===== src/rtl/integration_phase3_pkg.sv =====
// rtl/integration_phase3_pkg.sv - shared ALU opcode and operand-select encodings
package integration_phase3_pkg;

   localparam int WIDTH = 16;

   typedef enum logic [2:0] {
      ALU_ADD = 3'b000,
      ALU_SUB = 3'b001,
      ALU_AND = 3'b010,
      ALU_OR  = 3'b011,
      ALU_XOR = 3'b100,
      ALU_NOR = 3'b101,
      ALU_SLL = 3'b110,
      ALU_SRL = 3'b111
   } alu_op_t;

   typedef enum logic [3:0] {
      SEL_WR  = 4'd0,
      SEL_MEM = 4'd1,
      SEL_AR  = 4'd2,
      SEL_NA  = 4'd3,
      SEL_RV  = 4'd4,
      SEL_SP  = 4'd5,
      SEL_RA  = 4'd6,
      SEL_TP  = 4'd7,
      SEL_EXT = 4'd8,
      SEL_MA  = 4'd9
   } sel_t;

endpackage


===== src/rtl/integration_phase3_if.sv =====
// rtl/integration_phase3_if.sv - operand sources, controls and registered ALU results
interface integration_phase3_if #(
   parameter int WIDTH = integration_phase3_pkg::WIDTH
);
   logic [WIDTH-1:0] wr;
   logic [WIDTH-1:0] Mem;
   logic [WIDTH-1:0] ar;
   logic [WIDTH-1:0] na;
   logic [WIDTH-1:0] rv;
   logic [WIDTH-1:0] sp;
   logic [WIDTH-1:0] ra;
   logic [WIDTH-1:0] tp;
   logic [WIDTH-1:0] Ext;
   logic [WIDTH-1:0] ma;
   logic [WIDTH-1:0] Din;
   logic [3:0]       ALUInput1;
   logic [3:0]       ALUInput2;
   logic             Delta;
   logic [2:0]       ALUOp;
   logic [WIDTH-1:0] ALUOut;
   logic             zero;
   logic             overflow;
   logic             greaterThan;
   logic             lessThan;

   modport master (
      output wr, Mem, ar, na, rv, sp, ra, tp, Ext, ma, Din,
      output ALUInput1, ALUInput2, Delta, ALUOp,
      input  ALUOut, zero, overflow, greaterThan, lessThan
   );

   modport slave (
      input  wr, Mem, ar, na, rv, sp, ra, tp, Ext, ma, Din,
      input  ALUInput1, ALUInput2, Delta, ALUOp,
      output ALUOut, zero, overflow, greaterThan, lessThan
   );
endinterface


===== src/rtl/integration_phase3_alu16.sv =====
// rtl/integration_phase3_alu16.sv - combinational ALU with signed compare of the operands
module integration_phase3_alu16
   import integration_phase3_pkg::*;
#(
   parameter int WIDTH = 16
) (
   input  logic [WIDTH-1:0] a,
   input  logic [WIDTH-1:0] b,
   input  alu_op_t          op,
   output logic [WIDTH-1:0] result,
   output logic             overflow,
   output logic             gt,
   output logic             lt,
   output logic             zero
);

   always_comb begin
      result   = '0;
      overflow = 1'b0;
      case (op)
         ALU_ADD: begin
            result   = a + b;
            overflow = (a[WIDTH-1] == b[WIDTH-1]) && (result[WIDTH-1] != a[WIDTH-1]);
         end
         ALU_SUB: begin
            result   = a - b;
            overflow = (a[WIDTH-1] != b[WIDTH-1]) && (result[WIDTH-1] != a[WIDTH-1]);
         end
         ALU_AND: result = a & b;
         ALU_OR:  result = a | b;
         ALU_XOR: result = a ^ b;
         ALU_NOR: result = ~(a | b);
         ALU_SLL: result = a << b[3:0];
         ALU_SRL: result = a >> b[3:0];
         default: result = '0;
      endcase
   end

   // Compare flags look at the operands, not the result, so they hold for every opcode.
   assign gt   = $signed(a) > $signed(b);
   assign lt   = $signed(a) < $signed(b);
   assign zero = (result == '0);

endmodule


===== src/rtl/integration_phase3.sv =====
// rtl/integration_phase3.sv - operand select muxes, Delta substitution and registered ALU stage
module integration_phase3
   import integration_phase3_pkg::*;
#(
   parameter int WIDTH = 16
) (
   input  logic                clk,
   input  logic                rst_n,
   integration_phase3_if.slave bus
);

   logic [WIDTH-1:0] src [16];
   logic [WIDTH-1:0] op_a;
   logic [WIDTH-1:0] op_b;
   logic [WIDTH-1:0] alu_result;
   logic             alu_overflow;
   logic             alu_gt;
   logic             alu_lt;
   logic             alu_zero;

   // Unused select codes 10..15 keep their zero default.
   always_comb begin
      for (int i = 0; i < 16; i++) src[i] = '0;
      src[SEL_WR]  = bus.wr;
      src[SEL_MEM] = bus.Mem;
      src[SEL_AR]  = bus.ar;
      src[SEL_NA]  = bus.na;
      src[SEL_RV]  = bus.rv;
      src[SEL_SP]  = bus.sp;
      src[SEL_RA]  = bus.ra;
      src[SEL_TP]  = bus.tp;
      src[SEL_EXT] = bus.Ext;
      src[SEL_MA]  = bus.ma;
   end

   assign op_a = src[bus.ALUInput1];
   assign op_b = bus.Delta ? bus.Din : src[bus.ALUInput2];

   integration_phase3_alu16 #(.WIDTH(WIDTH)) u_alu (
      .a        (op_a),
      .b        (op_b),
      .op       (alu_op_t'(bus.ALUOp)),
      .result   (alu_result),
      .overflow (alu_overflow),
      .gt       (alu_gt),
      .lt       (alu_lt),
      .zero     (alu_zero)
   );

   always_ff @(posedge clk or negedge rst_n) begin
      if (!rst_n) begin
         bus.ALUOut      <= '0;
         bus.zero        <= 1'b0;
         bus.overflow    <= 1'b0;
         bus.greaterThan <= 1'b0;
         bus.lessThan    <= 1'b0;
      end else begin
         bus.ALUOut      <= alu_result;
         bus.zero        <= alu_zero;
         bus.overflow    <= alu_overflow;
         bus.greaterThan <= alu_gt;
         bus.lessThan    <= alu_lt;
      end
   end

endmodule


===== src/flat_wrapper.sv =====
// flat-port wrapper written by rule: the top's interface ports become plain ports
module integration_phase3_flat import integration_phase3_pkg::*;
#(
   parameter int WIDTH = 16
)
  (clk, rst_n, bus_wr, bus_Mem, bus_ar, bus_na, bus_rv, bus_sp, bus_ra, bus_tp, bus_Ext, bus_ma, bus_Din, bus_ALUInput1, bus_ALUInput2, bus_Delta, bus_ALUOp, bus_ALUOut, bus_zero, bus_overflow, bus_greaterThan, bus_lessThan);
  integration_phase3_if #(.WIDTH(WIDTH)) bus_i ();
  input  logic clk;
  input  logic rst_n;
  input wire logic [$bits(bus_i.wr)-1:0] bus_wr;
  input wire logic [$bits(bus_i.Mem)-1:0] bus_Mem;
  input wire logic [$bits(bus_i.ar)-1:0] bus_ar;
  input wire logic [$bits(bus_i.na)-1:0] bus_na;
  input wire logic [$bits(bus_i.rv)-1:0] bus_rv;
  input wire logic [$bits(bus_i.sp)-1:0] bus_sp;
  input wire logic [$bits(bus_i.ra)-1:0] bus_ra;
  input wire logic [$bits(bus_i.tp)-1:0] bus_tp;
  input wire logic [$bits(bus_i.Ext)-1:0] bus_Ext;
  input wire logic [$bits(bus_i.ma)-1:0] bus_ma;
  input wire logic [$bits(bus_i.Din)-1:0] bus_Din;
  input wire logic [$bits(bus_i.ALUInput1)-1:0] bus_ALUInput1;
  input wire logic [$bits(bus_i.ALUInput2)-1:0] bus_ALUInput2;
  input wire logic [$bits(bus_i.Delta)-1:0] bus_Delta;
  input wire logic [$bits(bus_i.ALUOp)-1:0] bus_ALUOp;
  output wire logic [$bits(bus_i.ALUOut)-1:0] bus_ALUOut;
  output wire logic [$bits(bus_i.zero)-1:0] bus_zero;
  output wire logic [$bits(bus_i.overflow)-1:0] bus_overflow;
  output wire logic [$bits(bus_i.greaterThan)-1:0] bus_greaterThan;
  output wire logic [$bits(bus_i.lessThan)-1:0] bus_lessThan;
  assign bus_i.wr = bus_wr;
  assign bus_i.Mem = bus_Mem;
  assign bus_i.ar = bus_ar;
  assign bus_i.na = bus_na;
  assign bus_i.rv = bus_rv;
  assign bus_i.sp = bus_sp;
  assign bus_i.ra = bus_ra;
  assign bus_i.tp = bus_tp;
  assign bus_i.Ext = bus_Ext;
  assign bus_i.ma = bus_ma;
  assign bus_i.Din = bus_Din;
  assign bus_i.ALUInput1 = bus_ALUInput1;
  assign bus_i.ALUInput2 = bus_ALUInput2;
  assign bus_i.Delta = bus_Delta;
  assign bus_i.ALUOp = bus_ALUOp;
  assign bus_ALUOut = bus_i.ALUOut;
  assign bus_zero = bus_i.zero;
  assign bus_overflow = bus_i.overflow;
  assign bus_greaterThan = bus_i.greaterThan;
  assign bus_lessThan = bus_i.lessThan;
  integration_phase3 #(.WIDTH(WIDTH)) u_core (.clk(clk), .rst_n(rst_n), .bus(bus_i));
endmodule

===== config.mk =====
export PLATFORM = sky130hd
export DESIGN_NAME = integration_phase3_flat
export DESIGN_NICKNAME = d
export VERILOG_FILES = /design/src/rtl/integration_phase3_pkg.sv /design/src/rtl/integration_phase3_if.sv /design/src/rtl/integration_phase3_alu16.sv /design/src/rtl/integration_phase3.sv /design/src/flat_wrapper.sv
export SDC_FILE = /design/constraint.sdc
export NUM_CORES = 1
export LEC_CHECK = 0
export ABC_AREA = 1
export CAP_MARGIN = 25
export CORE_MARGIN = 4
export CORE_UTILIZATION = 40
export DETAILED_ROUTE_END_ITERATION = 12
export PLACE_DENSITY = 0.71
export SYNTH_ARGS = -nofsm -noshare
export SYNTH_HDL_FRONTEND = slang
export SYNTH_SLANG_ARGS = --single-unit

===== constraint.sdc =====
create_clock -name clk -period 0.8 [get_ports clk]
set_clock_uncertainty 0.1 [all_clocks]
set_input_delay 0.2 -clock clk [delete_from_list [all_inputs] [get_ports clk]]
set_output_delay 0.2 -clock clk [all_outputs]
set_load 0.05 [all_outputs]

==> summary.md, run 1 <==
| Metric | Value |
|---|---|
| Required time worst endpoint | 0.89 ns |
| Placeable core region | 18,800 sq um |
| Slew at the pin closest to its max-slew limit | 0.548 ns |
| Share of post-route cells with drive strength above 1 | 37.7% |
| Final total power | 17.5 mW |
| Type of the worst setup path | in -> reg |
| Period utilization | 402% |
| First-pass GRT wire length | 64,700 microns |
| Die boundary width | 147 microns |
| Total CTS buffers | 3 |
| Post-route worst setup slack | -2.41 ns |
| Fraction of registers with async set or reset after synthesis | 100% |
| Minimum clock period | 3.21 ns |
| Power density normalized to cell area | 1180 nW/um^2 |
| Syn avg cell area | 5.37 sq um |
| Leading register cell type out of synthesis | dfrtp_1 |
| Area enclosed by the die boundary | 21,600 sq um |
| Quantity of hold-fixing buffers added after cts | 0 |
| Final count of pins violating max slew | 0 |
| Max Buffers Root-to-Sink | 2 |
| Register area share after synthesis | 6.49% |
| Count of standard-cell rows | 50 |
| # port buffers | 209 |
| Clock tree root buffer cell | clkbuf_16 |
| Setup violation total in the final timing report | 40 |
| RePlAce Congestion | 1.02 |
| YS warnings | 0 |
| Via total after detailed routing | 13,300 |
| Unrepaired setup endpoints after global routing | yes |
| Number of max-cap violations | 0 |
| Crit. End Element | flop |
| Clock transition at the registers of the reported paths | 0.05 ns |
| Area added between synthesis and finish | 93.2% |
| Antenna-violating nets left | 0 |
| Run status | finished, violations left |
| Number of different library cells in the post-synthesis netlist | 50 |
| Relative max-transition margin | 63.4% |
| Synth Cell Area | 7710 sq um |
| Minimum setup slack after placement | -3.22 ns |
| Startpoint class of the critical path | input pin |
| Synth Net Count | 1,676 |
| Violations in the final reports | setup timing |
| Peak clock frequency supported by timing | 0.311 GHz |
| Initial core utilization | 41.0% |
| I/O pins | 210 |
| Leftover overflow at the end of global routing | 0 |
| Final setup TNS | -49.36 ns |
| Crit Path Max Fanout | 8 |
| WHS | 0.191 ns |
| Average via count per standard cell | 5.99 |
| Avg WL per Cell | 20.8 microns |
| Initial antenna violation count | 2 |
| GRT Overall Usage | 37.1% |
| Path class of the lowest-slack min-delay path | in -> async |
| Remaining DRCs | 0 |
| Number of sinks driven by the clock tree | 20 |
| First-pass iteration count of the detailed router | 6 |
| Via count of the first global-routing pass | 12,100 |
| Initial DRC count | 1,906 |
| Post-detailed-placement half-perimeter wirelength | 33,600 microns |
| Routed wire length | 46,100 microns |
| Pin count of the biggest net entering global routing | 70 |
| TritonCTS clock tree | yes |
| Count of mapped cells out of synthesis | 1,435 |
| Die Y | 147 microns |
| Leakage | 7.44 nW |
| Number of enable-type register cells in the synthesized netlist | 0 |
| Number of H-tree branching levels | 1 |
| Final net count | 2,194 |
| Count of final hold-check violations | 0 |
| Data arrival time of the worst path | 3.30 ns |
| Count of state elements after synthesis | 20 |
| Largest voltage drop on the vdd net | 0.00103 V |
[layout by cell type (no fill, tap or decap), types with 12 or more instances in the layout]
cell and n:
buf_6 44, dfrtp_2 19, o221ai_1 13, o21a_1 14
nor2_2 12, nand2_2 40, nand3_1 241, nor2_4 12
o21ai_2 21, nand3_2 30, nand2_1 302, inv_1 87
o21ai_1 54, ha_4 19, buf_4 320, clkdlybuf4s50_1 86
a21oi_1 40, o21ai_0 52, a21oi_4 12, a21oi_2 20
dlymetal6s2s_1 54, buf_12 39, ha_1 28, o211ai_1 15
dlygate4sd2_1 42, inv_2 54, nor2_1 130
[worst max-delay path, cell delays in order]
cell	delay, ns
buf_16	0.14
buf_12	0.14
buf_12	0.13
o21ai_2	0.12
o22ai_2	0.10
o211ai_1	0.25
o311ai_2	0.15
o21a_1	0.15
inv_2	0.08
ha_4	0.21
buf_6	0.12
a21oi_2	0.12
o21a_1	0.16
nand3_2	0.14
nand3_2	0.09
nand3_2	0.09
buf_6	0.15
a21boi_4	0.22
nor3_2	0.08
nor2_2	0.12
nand3_1	0.10
nor2_1	0.11
nand2_1	0.05
nor2_1	0.07
[per-stage QoR]
| stage | area (sq um) | std cells | utilization [%] |
|---|---|---|---|
| 2_1_floorplan | 8140 | 1435 | - |
| 3_3_place_gp | 12600 | 2125 | 66.7 |
| 3_5_place_dp | 12600 | 2125 | 66.7 |
| 4_1_cts | 13700 | 2173 | 72.9 |
| 5_1_grt | 14900 | 2214 | 79.1 |
| 6_report | 14900 | 2215 | 79.1 |
[sequential cells by signal, indices dropped and copies added, names as in the netlist]
| signal | count |
|---|---|
| u_core.bus.overflow | 1 |
| u_core.bus.zero | 1 |
| u_core.bus.ALUOut | 16 |
| u_core.bus.greaterThan | 1 |
| u_core.bus.lessThan | 1 |
[metal layers]
| layer | vias to the layer above | wire length [microns] | track usage (%) |
|---|---|---|---|
| met5 | - | 0 | 0 |
| met4 | 0 | 3850 | 19.0 |
| li1 | 5890 | - | - |
| met2 | 1080 | 20700 | 62.8 |
| met1 | 6000 | 16600 | 45.8 |
| met3 | 298 | 4980 | 5.15 |
[final timing paths]
| check | endpoint | cells after the start | slack [ns] | from |
|---|---|---|---|---|
| max in group asynchronous | u_core.bus.ALUOut[2] | 2 | 0.27 | rst_n |
| min in group clk | bus_ALUOut[8] | 1 | 0.85 | u_core.bus.ALUOut[8] |
| max | u_core.bus.zero | 24 | -2.41 | bus_ALUInput2[0] |
| min | u_core.bus.overflow | 2 | 0.19 | rst_n |
[cell type report]
cell class,instances,area [sq um]
antenna,3,7.51
clock buffer,4,88.8
fill,1342,3930
inverter,149,613
multi-input combinational,1172,7320
sequential,20,524
tap,260,325
timing repair buffer,606,6010
timing repair inverter,1,11.3
[cell families after synthesis]
family	synth area share, %
XOR/XNOR	0.909
multiplexers	0.130
buffers and inverters	14.5
AO/OA/AOI/OAI	23.4
flip-flops	6.49
adder cells (fa/ha/maj)	8.47
AND/OR/NAND/NOR	46.0
[Yosys cell counts, drive strengths merged (5+ instances only)]
library cell | n | area [sq um]
a211oi | 5 | 37.5
a21oi | 72 | 390
a221oi | 7 | 61.3
buf | 55 | 408
clkbuf | 39 | 146
dfrtp | 20 | 500
ha | 49 | 613
inv | 146 | 556
nand2 | 353 | 1370
nand3 | 272 | 1380
nand4 | 10 | 62.6
nor2 | 154 | 598
nor3 | 12 | 65.1
o211ai | 15 | 113
o21a | 15 | 113
o21ai | 132 | 668
o221ai | 14 | 123
o22ai | 10 | 62.6
o311ai | 13 | 114
or2 | 6 | 37.5
xor2 | 8 | 70.1
[where the power goes]
part | internal (mW) | switching (mW)
Combinational | 7.12 | 7.85
Clock | 0.762 | 0.357
Sequential | 1.26 | 0.177
Total | 9.13 | 8.38
[what timing repair did]
action | in CTS | in global routing
pin swaps | 97 | 121
gates resized for setup | 248 | 249
setup endpoints to repair | 40 | 40
gates cloned | 3 | 8
buffers inserted | 44 | 36
Power figures use the tool's default switching activity.
==> inputs of run 2 (changes only) <==
--- a/config.mk
+++ b/config.mk
@@ -11,6 +11,7 @@
 export CORE_UTILIZATION = 40
 export DETAILED_ROUTE_END_ITERATION = 12
 export PLACE_DENSITY = 0.71
+export REMOVE_ABC_BUFFERS = 1
 export SYNTH_ARGS = -nofsm -noshare
 export SYNTH_HDL_FRONTEND = slang
 export SYNTH_SLANG_ARGS = --single-unit
==> run 2 against run 1 <==
  * The run still ends with setup timing left
  * Power grew 7.9%
  * Critical path depth grew 2
  * Worst setup slack lost 0.28 ns
  * Cell area grew 3.5%
  * Utilization grew 2.8 points
  * Combinational power grew 7%
  * Flip-flop and latch count is the same
  * Largest power group unchanged
  * Count of clock-buffer cells in the layout shrank 1
==> summary.md, run 2 (synthesis gave the netlist of run 1 again) <==
| Metric | Value |
|---|---|
| Power density normalized to cell area | 1230 nW/um^2 (+4.3%) |
| Slew at the pin closest to its max-slew limit | 0.532 ns (-0.0157 ns) |
| Area enclosed by the die boundary | 21,600 sq um (unchanged) |
| Number of H-tree branching levels | 1 (unchanged) |
| Die Y | 147 microns (unchanged) |
| Startpoint class of the critical path | input pin |
| Unrepaired setup endpoints after global routing | yes |
| Final total power | 18.9 mW (+7.9%) |
| Cell-internal power | 9.76 mW (+6.9%) |
| Final setup TNS | -52.20 ns (-2.84 ns) |
| Period utilization | 437% (+35 points) |
| Path class of the lowest-slack min-delay path | in -> async |
| Run status | finished, violations left |
| Area added between synthesis and finish | 99.9% |
| Combinational share of power | 85.2% (-0.2 points) |
| Number of max-cap violations | 0 (unchanged) |
| Routed wire length | 48,900 microns (+6.0%) |
| Final count of pins violating max slew | 0 (unchanged) |
| Die boundary width | 147 microns (unchanged) |
| Largest voltage drop on the vdd net | 0.000823 V (-20%) |
| Via total after detailed routing | 13,900 (+4.5%) |
| Relative max-transition margin | 64.5% (+1.1 points) |
| Via count of the first global-routing pass | 12,100 (+0.15%) |
| Switching power total | 9.14 mW (+9.0%) |
| Violations in the final reports | setup timing |
| Required time worst endpoint | 0.88 ns (about the same) |
| Leftover overflow at the end of global routing | 0 (unchanged) |
| Average via count per standard cell | 6.15 (+2.7%) |
| Post-route worst setup slack | -2.69 ns (-0.280 ns) |
| Type of the worst setup path | in -> reg |
| Leakage | 7.51 nW (+1.0%) |
| Most common cell after layout, fill and taps aside | buf_4 |
| Remaining DRCs | 0 (unchanged) |
| Count of standard-cell rows | 50 (unchanged) |
| Switching part of the total | 48.3% (+0.50 points) |
| Total CTS buffers | 3 (unchanged) |
| Most used cells in the layout excluding fill and tap cells | buf_4 (348), nand2_1 (294), nand3_1 (235), nor2_1 (125), clkdlybuf4s50_1 (94) |
| Diode count | 0 (-3) |
| Peak clock frequency supported by timing | 0.286 GHz (-8.0%) |
| Register with the most flip-flops | u_core.bus.ALUOut |
| I/O pins | 210 (unchanged) |
| Data arrival time of the worst path | 3.57 ns (+0.27 ns) |
| Number of sinks driven by the clock tree | 20 (unchanged) |
| Count of final hold-check violations | 0 (unchanged) |
| Share of post-route cells with drive strength above 1 | 39.5% (+1.9 points) |
| Pin count of the biggest net entering global routing | 59 (-16%) |
| Avg WL per Cell | 21.7 microns (+4.2%) |
| Post-detailed-placement half-perimeter wirelength | 32,300 microns (-3.9%) |
| Placeable core region | 18,800 sq um (unchanged) |
| GRT Overall Usage | 36.8% (-0.23 points) |
| RePlAce Congestion | 1.07 (+5.0%) |
| Number of flip-flops in the largest register | 16 (unchanged) |
| Initial core utilization | 41.0% (unchanged) |
| Minimum clock period | 3.49 ns (+0.280 ns) |
| Clock share of power | 7.4% (+1.0 points) |
| Max Buffers Root-to-Sink | 2 (unchanged) |
| First-pass GRT wire length | 64,600 microns (-0.24%) |
| Share of power burned in registers | 7.4% (-0.8 points) |
| First-pass iteration count of the detailed router | 7 (+1) |
| Antenna-violating nets left | 0 (unchanged) |
| Initial antenna violation count | 2 (unchanged) |
| WHS | 0.195 ns (+0.00401 ns) |
| TritonCTS clock tree | yes |
| Clock tree root buffer cell | clkbuf_16 |
| Final net count | 2,236 (+1.9%) |
| Setup violation total in the final timing report | 40 (unchanged) |
| Crit Path Max Fanout | 5 (-3) |
| Clock transition at the registers of the reported paths | 0.06 ns (about the same) |
| Initial DRC count | 2,204 (+16%) |
| # port buffers | 209 (unchanged) |
| Crit. End Element | flop |
-- run 2: worst paths after layout --
check                                  startpoint               endpoint  slack, ns  depth (start not counted)
worst max-delay path             bus_ALUInput2[1]        u_core.bus.zero      -2.69                         26
min in group clk           u_core.bus.greaterThan        bus_greaterThan       0.87                          1
worst min-delay path                        rst_n  u_core.bus.ALUOut[10]       0.19                          2
max in group asynchronous                   rst_n  u_core.bus.ALUOut[14]       0.27                          2
-- run 2: what timing repair did --
| item | CTS | global route |
|---|---|---|
| setup endpoints to repair | 40 | 40 |
| resized for setup | 315 | 313 |
| setup buffers | 66 | 66 |
| pin swaps | 102 | 132 |
| gates cloned | 2 | 14 |
| hold buffers | 0 | 0 |
-- run 2: worst max-delay path: stages --
cell and delay [ns]:
buf_12 0.12, clkinv_8 0.06, nand3_4 0.10, buf_12 0.15, buf_6 0.10, a211oi_2 0.20
nor2_1 0.10, nand2_2 0.10, nand2_4 0.07, ha_4 0.30, buf_6 0.14, inv_8 0.05
buf_6 0.12, nor3_4 0.18, nand3_2 0.12, nand3_4 0.14, nand3_4 0.08, nand3_4 0.09
a21boi_4 0.08, nand3_4 0.10, nand4_1 0.26, nor2_2 0.21, nand3_1 0.09, nor2_1 0.16
nand2_1 0.11, nor2_2 0.13
-- run 2: final cells by class --
cell class,instances,area [sq um]
clock buffers,3,75.1
clock inverters,1,30.0
fillers,1221,3410
inverters,149,634
multi-input cells,1172,7490
flip-flops and latches,20,500
well taps,260,325
repair buffers,647,6330
repair inverters,2,27.5
-- run 2: power groups by stage --
stage / logic (mW) / clock network [mW] / registers [mW]
after floorplan: 4.37 / 0 / 2.03
after global placement: 11.2 / 0 / 1.42
after detailed placement: 11.2 / 0 / 1.42
after CTS: 13.0 / 1.37 / 1.41
after global routing: 16.7 / 1.46 / 1.42
final: 16.1 / 1.40 / 1.40
-- run 2: routing by layer --
layer | vias to the layer above | wire length, microns | GRT usage [%]
met3 | 413 | 5780 | 6.11
met5 | - | 24 | 0
met2 | 1198 | 22000 | 61.4
li1 | 5977 | - | -
met1 | 6276 | 17500 | 47.9
met4 | 4 | 3590 | 13.3
-- run 2: per-stage QoR --
step           util (%)  std cells  setup WS [ns]  cell area [sq um]
2_1_floorplan         -       1341          -2.81               7160
3_3_place_gp       64.7       2111          -3.56              12200
3_5_place_dp       64.7       2111          -3.62              12200
4_1_cts            71.7       2181          -2.47              13500
5_1_grt            81.9       2254          -2.87              15400
6_report           81.9       2254          -2.69              15400
